## config.mk

```make
export PLATFORM = sky130hd
export DESIGN_NAME = sms_power_sbox_seq_flat
export DESIGN_NICKNAME = d
export VERILOG_FILES = /design/src/rtl/sms_power_sbox_seq_pkg.sv /design/src/rtl/sms_power_sbox_seq_if.sv /design/src/rtl/sms_power_sbox_seq_mul.sv /design/src/rtl/sms_power_sbox_seq.sv /design/src/flat_wrapper.sv
export SDC_FILE = /design/constraint.sdc
export NUM_CORES = 1
export LEC_CHECK = 0
export BUFFER_PORTS_ARGS = -buffer_cell sky130_fd_sc_hd__buf_2
export CAP_MARGIN = 10
export CORE_UTILIZATION = 59
export CTS_CLUSTER_SIZE = 25
export DETAILED_ROUTE_END_ITERATION = 10
export GPL_TIMING_DRIVEN = 0
export PLACE_DENSITY_LB_ADDON = 0.12
export RECOVER_POWER = 100
export SYNTH_ARGS = -nofsm -noshare
export SYNTH_HDL_FRONTEND = slang
export SYNTH_SLANG_ARGS = --single-unit
```

## constraint.sdc

```tcl
create_clock -name clk -period 3.4 [get_ports clk]
set_input_delay 0.34 -clock clk [delete_from_list [all_inputs] [get_ports clk]]
set_output_delay 0.34 -clock clk [all_outputs]
set_load 0.02 [all_outputs]
```

## src/rtl/sms_power_sbox_seq_pkg.sv

```systemverilog
// Shared types and constants for the power-map S-box engine.
// Holds the FSM state enum, the N=6 defaults and a GF(2^n) multiply reference.
package sms_gf_pkg;

  typedef enum logic [1:0] {IDLE, RUN, DONE} state_t;

  localparam logic [6:0] SMS_N6_POLY = 7'h43;
  localparam logic [5:0] SMS_N6_LIN  = 6'h14;

  // Horner-style shift-and-add: a*b mod poly, n-bit field, n <= 16.
  function automatic logic [15:0] gf_mul_red(
    input logic [15:0] a,
    input logic [15:0] b,
    input logic [16:0] poly,
    input int          n
  );
    logic [16:0] r;
    r = '0;
    for (int i = n - 1; i >= 0; i--) begin
      r = r << 1;
      if (r[n]) r = r ^ poly;
      if (b[i]) r = r ^ {1'b0, a};
    end
    return r[15:0];
  endfunction

endpackage

```

## src/rtl/sms_power_sbox_seq_if.sv

```systemverilog
// Valid/ready bus of the power-map S-box engine.
// master: producer/consumer side; slave: the engine (x_in/e_in in, y_out out).
interface sms_power_sbox_seq_if #(
  parameter int N = 6
);
  logic         in_valid;
  logic         in_ready;
  logic [N-1:0] x_in;
  logic [N-1:0] e_in;
  logic         out_valid;
  logic         out_ready;
  logic [N-1:0] y_out;

  modport master (
    output in_valid, x_in, e_in, out_ready,
    input  in_ready, out_valid, y_out
  );

  modport slave (
    input  in_valid, x_in, e_in, out_ready,
    output in_ready, out_valid, y_out
  );
endinterface

```

## src/rtl/sms_power_sbox_seq_mul.sv

```systemverilog
// gf2n_mul: combinational a*b mod POLY over GF(2^N), polynomial basis.
// Ports: a, b (N-bit operands), p (N-bit reduced product).
module gf2n_mul #(
  parameter int         N    = 6,
  parameter logic [N:0] POLY = 7'h43
) (
  input  logic [N-1:0] a,
  input  logic [N-1:0] b,
  output logic [N-1:0] p
);
  localparam int W = 2 * N - 1;

  logic [W-1:0] prod;
  logic [W-1:0] aw;
  logic [W-1:0] pw;

  // Full carry-less product, then fold the high bits down from the top.
  always_comb begin
    aw = '0;
    aw[N-1:0] = a;
    pw = '0;
    pw[N:0] = POLY;
    prod = '0;
    for (int i = 0; i < N; i++) begin
      if (b[i]) prod = prod ^ (aw << i);
    end
    for (int j = W - 1; j >= N; j--) begin
      if (prod[j]) prod = prod ^ (pw << (j - N));
    end
    p = prod[N-1:0];
  end
endmodule

```

## src/rtl/sms_power_sbox_seq.sv

```systemverilog
// Iterative y = x^E ^ {N{parity(x & LIN_MASK)}} over GF(2^N), MSB-first.
// Ports: clk, rst (async high), bus (slave handshake bundle), busy.
module sms_power_sbox_seq
  import sms_gf_pkg::*;
#(
  parameter int           N        = 6,
  parameter logic [N:0]   POLY     = SMS_N6_POLY,
  parameter logic [N-1:0] LIN_MASK = SMS_N6_LIN
) (
  input  logic                   clk,
  input  logic                   rst,
  sms_power_sbox_seq_if.slave    bus,
  output logic                   busy
);
  localparam int KW = (N > 1) ? $clog2(N) : 1;

  state_t        state;
  state_t        nxt;
  logic [N-1:0]  x_r;
  logic [N-1:0]  e_r;
  logic [N-1:0]  acc;
  logic [N-1:0]  y_r;
  logic [N-1:0]  sq;
  logic [N-1:0]  sqx;
  logic [N-1:0]  acc_nxt;
  logic [KW-1:0] k;
  logic          t_r;
  logic          ov_r;
  logic          last;

  gf2n_mul #(.N(N), .POLY(POLY)) u_sq (
    .a (acc),
    .b (acc),
    .p (sq)
  );

  gf2n_mul #(.N(N), .POLY(POLY)) u_mx (
    .a (sq),
    .b (x_r),
    .p (sqx)
  );

  assign acc_nxt = e_r[k] ? sqx : sq;
  assign last    = (k == '0);

  always_comb begin
    nxt = state;
    unique case (state)
      IDLE:    if (bus.in_valid) nxt = RUN;
      RUN:     if (last) nxt = DONE;
      DONE:    if (bus.out_ready) nxt = IDLE;
      default: nxt = IDLE;
    endcase
  end

  always_ff @(posedge clk or posedge rst) begin
    if (rst) state <= IDLE;
    else     state <= nxt;
  end

  always_ff @(posedge clk or posedge rst) begin
    if (rst) begin
      x_r  <= '0;
      e_r  <= '0;
      acc  <= '0;
      y_r  <= '0;
      k    <= '0;
      t_r  <= 1'b0;
      ov_r <= 1'b0;
    end else begin
      unique case (state)
        IDLE: begin
          if (bus.in_valid) begin
            x_r <= bus.x_in;
            e_r <= bus.e_in;
            acc <= N'(1);
            k   <= KW'(N - 1);
            t_r <= ^(bus.x_in & LIN_MASK);
          end
        end
        RUN: begin
          acc <= acc_nxt;
          k   <= k - KW'(1);
          // Result is registered as RUN retires so y_out/out_valid need no decode.
          if (last) begin
            y_r  <= acc_nxt ^ {N{t_r}};
            ov_r <= 1'b1;
          end
        end
        DONE: begin
          if (bus.out_ready) ov_r <= 1'b0;
        end
        default: ov_r <= 1'b0;
      endcase
    end
  end

  assign bus.in_ready  = (state == IDLE);
  assign bus.out_valid = ov_r;
  assign bus.y_out     = y_r;
  assign busy          = (state != IDLE);
endmodule

```

## src/flat_wrapper.sv

```systemverilog
// flat-port wrapper written by rule: the top's interface ports become plain ports
module sms_power_sbox_seq_flat import sms_gf_pkg::*;
#(
  parameter int           N        = 6,
  parameter logic [N:0]   POLY     = SMS_N6_POLY,
  parameter logic [N-1:0] LIN_MASK = SMS_N6_LIN
)
  (clk, rst, busy, bus_in_valid, bus_x_in, bus_e_in, bus_out_ready, bus_in_ready, bus_out_valid, bus_y_out);
  sms_power_sbox_seq_if #(.N(N)) bus_i ();
  input  logic clk;
  input  logic rst;
  output logic busy;
  input wire logic [$bits(bus_i.in_valid)-1:0] bus_in_valid;
  input wire logic [$bits(bus_i.x_in)-1:0] bus_x_in;
  input wire logic [$bits(bus_i.e_in)-1:0] bus_e_in;
  input wire logic [$bits(bus_i.out_ready)-1:0] bus_out_ready;
  output wire logic [$bits(bus_i.in_ready)-1:0] bus_in_ready;
  output wire logic [$bits(bus_i.out_valid)-1:0] bus_out_valid;
  output wire logic [$bits(bus_i.y_out)-1:0] bus_y_out;
  assign bus_i.in_valid = bus_in_valid;
  assign bus_i.x_in = bus_x_in;
  assign bus_i.e_in = bus_e_in;
  assign bus_i.out_ready = bus_out_ready;
  assign bus_in_ready = bus_i.in_ready;
  assign bus_out_valid = bus_i.out_valid;
  assign bus_y_out = bus_i.y_out;
  sms_power_sbox_seq #(.N(N), .POLY(POLY), .LIN_MASK(LIN_MASK)) u_core (.clk(clk), .rst(rst), .bus(bus_i), .busy(busy));
endmodule
```

==> results of run 1 <==
layout by cell type (no fill, tap or decap), types with 2 or more instances in the layout:
cell,instances
clkbuf_1,26
a21oi_1,6
buf_2,18
clkbuf_8,5
and2_0,2
ha_1,2
xnor3_1,5
mux2i_1,12
xnor2_1,13
nand3_1,10
nor2_1,10
nand2_1,32
and3_1,2
dfrtp_1,31
nand2b_1,8
inv_1,5
mux2_2,19
a22oi_1,5
nor2b_1,2
nor3_1,3
xor2_1,7
o21ai_0,19
kinds of logic (layout without fill, tap and decap cells):
kind of cell | count (synthesis) | in the layout | share of synthesized area [%]
flip-flops | 31 | 31 | 33.6
XOR/XNOR | 26 | 26 | 13.5
buffers and inverters | 25 | 58 | 4.61
AO/OA/AOI/OAI | 51 | 51 | 15.5
multiplexers | 33 | 33 | 15.9
AND/OR/NAND/NOR | 76 | 76 | 15.8
adder cells (fa/ha/maj) | 2 | 2 | 1.08
cell type report:
| class | instances | area [sq um] |
|---|---|---|
| clock buffers | 7 | 76.3 |
| repair buffers | 25 | 113 |
| well taps | 48 | 60.1 |
| flip-flops and latches | 31 | 776 |
| inverters | 6 | 22.5 |
| plain buffers | 19 | 83.8 |
| fillers | 317 | 1170 |
| multi-input cells | 188 | 1410 |
| clock inverters | 1 | 5.00 |
through the flow:
stage / cells / hold slack [ps] / worst slack (ps) / instance area (sq um) / util [%]
after floorplan: 244 / 444 / 983 / 2310 / -
after global placement: 316 / 467 / 756 / 2490 / 66.9
after detailed placement: 316 / 476 / 728 / 2490 / 66.9
after CTS: 324 / 281 / 717 / 2570 / 69.1
after global routing: 325 / 58.3 / 417 / 2550 / 68.5
final: 325 / 16.7 / 590 / 2550 / 68.5
flip-flops by register name, indices dropped and copies added, names as in the netlist:
register and cells:
u_core.acc 6, u_core.bus.y_out 6, u_core.e_r 6, u_core.x_r 6, u_core.k 3, u_core.state 2
u_core.bus.out_valid 1, u_core.t_r 1
worst register-to-register path, cell delays in order (launching register included):
cell,delay [ps]
dfrtp_1,430
buf_2,220
mux2_2,290
and2_0,150
o211a_1,260
or2_2,340
xnor2_1,420
mux2i_1,150
o41ai_1,430
path summary, 6_finish.rpt:
| path | startpoint | end | slack (ps) | cells past startpoint |
|---|---|---|---|---|
| min in group clk | bus_e_in[3] | u_core.e_r[3] | 290 | 2 |
| max in group asynchronous | rst | u_core.acc[5] | 2020 | 3 |
| max reg2reg | u_core.acc[4] | u_core.acc[2] | 590 | 8 |
| min reg2reg | u_core.bus.y_out[4] | u_core.bus.y_out[4] | 490 | 2 |
| min | rst | u_core.bus.y_out[4] | 20 | 2 |
| max | u_core.acc[4] | u_core.acc[2] | 590 | 8 |
per-layer routing:
layer	vias to the layer above	wire [um]	track usage (%)
li1	926	-	-
met4	0	93	9.17
met2	38	2460	42.9
met3	8	182	4.93
met1	933	2260	34.4
met5	-	0	0
==> impl_metrics.py, run 1 <==
metrics = {
    "status": {
        "status": "completed",
    },
    "run": {
        "drv_cap": 0,
    },
    "clock_network": {
        "postCtsHoldBufs": 0,
        "clkTransAtPathRegs_ps": 60,
        "post_cts.repair.setup_buffers": 0,
        "cts_buffers": 5,
        "cts_tree": "built",
        "cts.path.max_buffers": 2,
        "cts_resized": 0,
        "htree_levels": 2,
        "cts.sinks": 31,
        "clock_latency_ps": 280,
        "cts_root_buf": "clkbuf_8",
    },
    "logic_synthesis": {
        "synth_area_leaders": "dfrtp_1 34%, mux2_2 9.8%, mux2i_1 5.2%",
        "syn_nets": 262,
        "synth_edf_count": 0,
        "avgSynthCellArea_sq_um": 9.46,
        "yosys.area.top_type_share_pct": 33.6,
        "syn_area_sq_um": 2310,
        "yosysWarnings": 0,
        "ys_seq_area_share_pct": 33.6,
        "synthDistinctLibCells": 57,
        "synth_top_flop_cell": "dfrtp_1",
        "syn-instance-count": 244,
        "synth.most_common_cell": "nand2_1",
        "yosysTopAreaCell": "dfrtp_1",
        "synthTopCellsByCount": "32 x nand2_1, 31 x dfrtp_1, 20 x mux2_2",
        "ys_async_sr_fraction_pct": 100,
        "ys_seq_elements": 31,
    },
    "global_route": {
        "grt_pass1_wl_mm": 8.29,
        "grt_pass1_vias": 1777,
        "grt-ovfl-total": 0,
        "grt_max_degree": 32,
        "grt_usage_pct": 26.1,
        "antenna_found_initial": 0,
    },
    "route": {
        "routed_via_density": 5.86,
        "drc": 0,
        "drtIter0Drc": 87,
        "drtPass1Iterations": 4,
        "avgRoutedWirePerCell_um": 15.4,
        "ant_nets": 0,
        "wl_mm": 4.99,
        "num_vias": 1905,
    },
    "sta": {
        "setup_violations": 0,
        "maxSlewViolCount": 0,
        "worst_pin_slew_ps": 1140,
        "post-route-period-util_pct": 82.6,
        "fin_tns_setup_ps": 0,
        "fin_crit_ps": 2810,
        "rsz0062_at_grt": "false",
        "hold_viol": 0,
        "max_slew_margin_pct": 24.2,
        "final.setup_skew_ps": 4.01,
        "fmax_mhz": 356,
    },
    "final_layout": {
        "area_growth_pct": 10.4,
        "antenna_cells": 0,
        "drive_gt1_share_pct": 18.4,
        "fin_nets": 294,
    },
    "die": {
        "die_area_sq_um": 4160,
        "std_cell_rows": 22,
        "start_util_pct": 62.1,
        "ioPinCount": 25,
        "core-area_sq_um": 3720,
        "floorplan.die.height_um": 64.5,
        "dieWidth_um": 64.5,
    },
    "placement": {
        "hpwl_mm": 3.71,
        "place_congestion": 0.816,
        "port_buffers": 24,
    },
    "worst_setup_path": {
        "worstSetupStartpointType": "flip-flop",
        "required_ps": 3550,
        "crit_type": "flip-flop to flip-flop",
        "crit_path_cell_trace": "buf_2, mux2_2, and2_0, o211a_1, or2_2, xnor2_1, mux2i_1, o41ai_1",
        "crit_fanout": 10,
        "cp_top_family": "compound AO/OA/AOI/OAI gates",
        "max_stage_delay_ps": 430,
        "arrival_ps": 2960,
        "crit_buf_inv": 1,
        "critPathCaptureType": "flip-flop",
        "critPathSlowestCell": "dfrtp_1",
    },
    "min_path": {
        "hold_class": "input pin to asynchronous set/reset pin",
    },
}
Power of run 1 is left out: the tool's default activity adds up to more than one toggle a clock period on the data nets, which glitch-free logic cannot reach.
==> inputs of run 2 (changes only) <==
Settings changed: CORE_UTILIZATION 59 to 53.
Clock period 3.4 ns to 2.4 ns, I/O delays scaled along.
==> impl_metrics.py, run 2 (same netlist as run 1, synthesis figures left out) <==
metrics = {
    "die": {
        "std_cell_rows": 23,
        "core-area_sq_um": 4090,
        "ioPinCount": 25,
        "die_area_sq_um": 4620,
        "start_util_pct": 56.5,
        "dieWidth_um": 68.0,
        "floorplan.die.height_um": 68.0,
    },
    "worst_setup_path": {
        "required_ps": 2590,
        "arrival_ps": 2600,
        "critPathCaptureType": "flip-flop",
        "cp-startpoint": "u_core.acc[4]",
        "r2r_start": "u_core.acc[4]",
        "crit_buf_inv": 3,
        "crit_path_cell_trace": "buf_6, mux2_2, and2_0, o211a_1, or2_4, buf_4, buf_12, xnor2_4, and3_4, o41ai_2",
        "worstSetupStartpointType": "flip-flop",
        "critPathSlowestCell": "dfrtp_1",
        "cp_top_family": "simple AND/OR/NAND/NOR gates",
        "crit_fanout": 5,
        "r2r_slack_ps": -10,
        "crit_type": "flip-flop to flip-flop",
        "max_stage_delay_ps": 400,
    },
    "sta": {
        "layout_setup_ws_ps": -12.7,
        "final.setup_skew_ps": 9.58,
        "setup_violations": 1,
        "fin_tns_setup_ps": -12.7,
        "worst_pin_slew_ps": 1310,
        "rsz0062_at_grt": "true",
        "hold_viol": 0,
        "maxSlewViolCount": 0,
        "max_slew_margin_pct": 12.7,
        "fmax_mhz": 414,
        "fin_crit_ps": 2410,
        "post-route-period-util_pct": 101,
    },
    "clock_network": {
        "cts.path.max_buffers": 2,
        "cts_tree": "built",
        "cts_buffers": 5,
        "htree_levels": 2,
        "cts_root_buf": "clkbuf_8",
        "clkTransAtPathRegs_ps": 70,
        "clock_latency_ps": 290,
        "cts.sinks": 31,
    },
    "route": {
        "num_vias": 1909,
        "wl_mm": 5.34,
        "drtPass1Iterations": 4,
        "routed_via_density": 5.50,
        "ant_nets": 0,
        "drtIter0Drc": 97,
        "drc": 0,
        "avgRoutedWirePerCell_um": 15.4,
    },
    "global_route": {
        "grt_usage_pct": 23.8,
        "grt_pass1_vias": 1695,
        "antenna_found_initial": 0,
        "grt_max_degree": 32,
        "grt_pass1_wl_mm": 7.96,
        "grt-ovfl-total": 0,
    },
    "run": {
        "drv_cap": 0,
    },
    "final_layout": {
        "drive_gt1_share_pct": 30.6,
        "area_growth_pct": 24.6,
        "antenna_cells": 0,
        "fin_nets": 314,
        "final_cell_mix": "32 x nand2_1, 28 x dfrtp_1, 20 x clkbuf_1, 20 x mux2_2, 18 x buf_4",
        "final_common_cell": "nand2_1",
        "fin_util_pct": 70.3,
    },
    "placement": {
        "hpwl_mm": 3.62,
        "place_congestion": 0.804,
        "port_buffers": 24,
    },
    "status": {
        "status": "finished with violations",
        "violations": "negative setup slack",
    },
    "min_path": {
        "min_from": "bus_e_in[3]",
        "hold_class": "input pin to flip-flop",
    },
}
## run 2: changes by cell type in the layout (fill, tap and decap cells not counted), moves of 4 or more
cell      previous run  this run
buf_4                0        18
buf_6                1         5
clkbuf_1            26        20
o21ai_0             19        13
o21ai_1              1         6
## run 2: area by class of cell
type,count,area (sq um)
Buffer,18,109
Clock buffer,7,96.3
Clock inverter,1,7.51
Fill cell,319,1210
Inverter,6,22.5
Multi-Input combinational cell,188,1510
Sequential cell,31,779
Tap cell,50,62.6
Timing Repair Buffer,46,290
## run 2: repair_timing
action	4_1_cts	5_1_grt
hold endpoints to repair	0	7
setup endpoints to repair	4	9
hold buffers	0	1
pin swaps	5	11
cloned	0	0
setup buffers	3	17
gates resized for setup	8	27
## run 2: worst paths after layout
check | to | cells after the start
max | u_core.acc[2] | 10
min | u_core.e_r[3] | 2
max reg2reg | u_core.acc[2] | 10
min reg2reg | u_core.bus.y_out[5] | 2
max in group asynchronous | u_core.acc[1] | 4
min in group asynchronous | u_core.bus.y_out[3] | 3
## run 2: routing by layer
layer  global-route usage (%)  share of wire [%]
met5                        0                  0
met4                     9.90                1.7
met3                     4.17                2.2
met2                     37.4                 49
met1                     32.3                 47
## run 2: per-stage QoR
step / hold WS (ps) / area (sq um) / setup WS [ps] / cells
after floorplan: 344 / 2310 / 97.1 / 244
after global placement: 467 / 2490 / -158 / 318
after detailed placement: 473 / 2490 / -190 / 318
after CTS: 171 / 2650 / -69.7 / 328
after global routing: 176 / 2870 / -76.7 / 347
final: 180 / 2870 / -12.7 / 347
Power of run 2 is left out for the same reason.
==> inputs of run 3 (changes only) <==
Settings changed: PLACE_DENSITY_LB_ADDON 0.12 to 0.25.
Clock period 2.4 ns to 2.2 ns, I/O delays scaled along.
==> impl_metrics.py, run 3 (same netlist as run 1, synthesis figures left out) <==
metrics = {
    "status": {
        "violations": "negative setup slack",
        "status": "finished with violations",
    },
    "min_path": {
        "min_path_cells": 2,
        "hold_class": "input pin to flip-flop",
    },
    "clock_network": {
        "cts_buffers": 5,
        "cts_tree": "built",
        "clock_latency_ps": 280,
        "clkTransAtPathRegs_ps": 60,
        "cts.path.max_buffers": 2,
        "cts.sinks": 31,
        "htree_levels": 2,
        "cts_root_buf": "clkbuf_8",
    },
    "sta": {
        "worst_pin_slew_ps": 1160,
        "hold_viol": 0,
        "setup_violations": 10,
        "fin_crit_ps": 2420,
        "fmax_mhz": 413,
        "rsz0062_at_grt": "true",
        "layout_setup_ws_ps": -219,
        "max_slew_margin_pct": 22.5,
        "post-route-period-util_pct": 110,
        "final.setup_skew_ps": 4.78,
        "maxSlewViolCount": 0,
    },
    "die": {
        "dieWidth_um": 68.0,
        "std_cell_rows": 23,
        "start_util_pct": 56.5,
        "core-area_sq_um": 4090,
        "floorplan.die.height_um": 68.0,
        "ioPinCount": 25,
        "die_area_sq_um": 4620,
    },
    "worst_setup_path": {
        "arrival_ps": 2600,
        "crit_type": "flip-flop to flip-flop",
        "worstSetupStartpointType": "flip-flop",
        "critPathCaptureType": "flip-flop",
        "required_ps": 2380,
        "ff2ff_path_depth": 9,
        "crit_fanout": 10,
        "r2r_slack_ps": -220,
    },
    "route": {
        "wl_mm": 5.75,
        "routed_via_density": 5.88,
        "num_vias": 2024,
        "drc": 0,
        "drtIter0Drc": 123,
        "drtPass1Iterations": 4,
        "avgRoutedWirePerCell_um": 16.7,
        "ant_nets": 0,
    },
    "placement": {
        "port_buffers": 24,
        "hpwl_mm": 3.61,
        "place_congestion": 0.841,
        "place_ws_ps": -319,
    },
    "final_layout": {
        "fin_nets": 312,
        "drive_gt1_share_pct": 35.0,
        "multi_input_area_sq_um": 1630,
        "final_cell_mix": "31 x nand2_1, 26 x dfrtp_1, 19 x clkbuf_1",
        "final_common_cell": "nand2_1",
        "fill_cells": 282,
        "area_growth_pct": 29.5,
        "seq_area_sq_um": 782,
        "fin_util_pct": 73.1,
        "antenna_cells": 0,
    },
    "global_route": {
        "grt_pass1_vias": 1886,
        "grt_max_degree": 32,
        "grt_usage_pct": 26.8,
        "grt-ovfl-total": 0,
        "grt_pass1_wl_mm": 8.92,
        "antenna_found_initial": 0,
    },
    "run": {
        "drv_cap": 0,
    },
}
==> run 3: changes by cell type in the layout (fill, tap and decap cells not counted), moves of 3 or more <==
| cell | before | now |
|---|---|---|
| mux2_4 | 0 | 3 |
| buf_4 | 18 | 15 |
| xor2_1 | 6 | 3 |
| xnor2_1 | 11 | 8 |
| mux2_2 | 20 | 17 |
==> run 3: metal layers <==
layer  vias to the layer above  routed length, um  track usage, %
li1                        964                  -               -
met5                         -                  0               0
met3                        20                282            6.33
met1                       970               2390            34.9
met4                         0                174            9.38
met2                        70               2900            43.5
==> run 3: through the flow <==
stage	area (sq um)	instances	TNS (ps)	hold slack (ps)
after floorplan	2330	244	-53.5	324
after global placement	2510	318	-1400	450
after detailed placement	2510	318	-1620	456
after CTS	2840	334	-479	162
after global routing	2990	344	-1980	163
final	2990	344	-945	163
==> run 3: layout make-up <==
type / count / area share, %
multi-input cells: 188 / 54.5
flip-flops and latches: 31 / 26.2
repair buffers: 44 / 9.72
plain buffers: 18 / 3.85
clock buffers: 6 / 2.76
well taps: 50 / 2.09
inverters: 6 / 0.754
clock inverters: 1 / 0.168
==> run 3: worst max-delay path: stages (launching register included) <==
cell      delay (ps)
dfrtp_1          420
buf_8            170
and2b_2          220
a221oi_4         330
xor2_2           250
xnor2_2          120
buf_4            160
xnor2_4          140
and3_4           170
o41ai_4          340
==> run 3: worst paths after layout <==
check                                         start                   to
max in group asynchronous                       rst        u_core.acc[0]
worst max register to register        u_core.acc[2]        u_core.acc[2]
worst max-delay path                  u_core.acc[2]        u_core.acc[2]
worst min-delay path                    bus_x_in[0]        u_core.x_r[0]
worst min register to register  u_core.bus.y_out[5]  u_core.bus.y_out[5]
min in group asynchronous                       rst  u_core.bus.y_out[0]
==> run 3: what timing repair did <==
action                                  CTS  global route
setup buffers                            12             8
gates resized for setup                  31            26
pin swaps                                12            14
hold endpoints to repair                  0             9
endpoints found under the setup margin   10            11
hold buffers                              0             1
Power of run 3 is left out for the same reason.
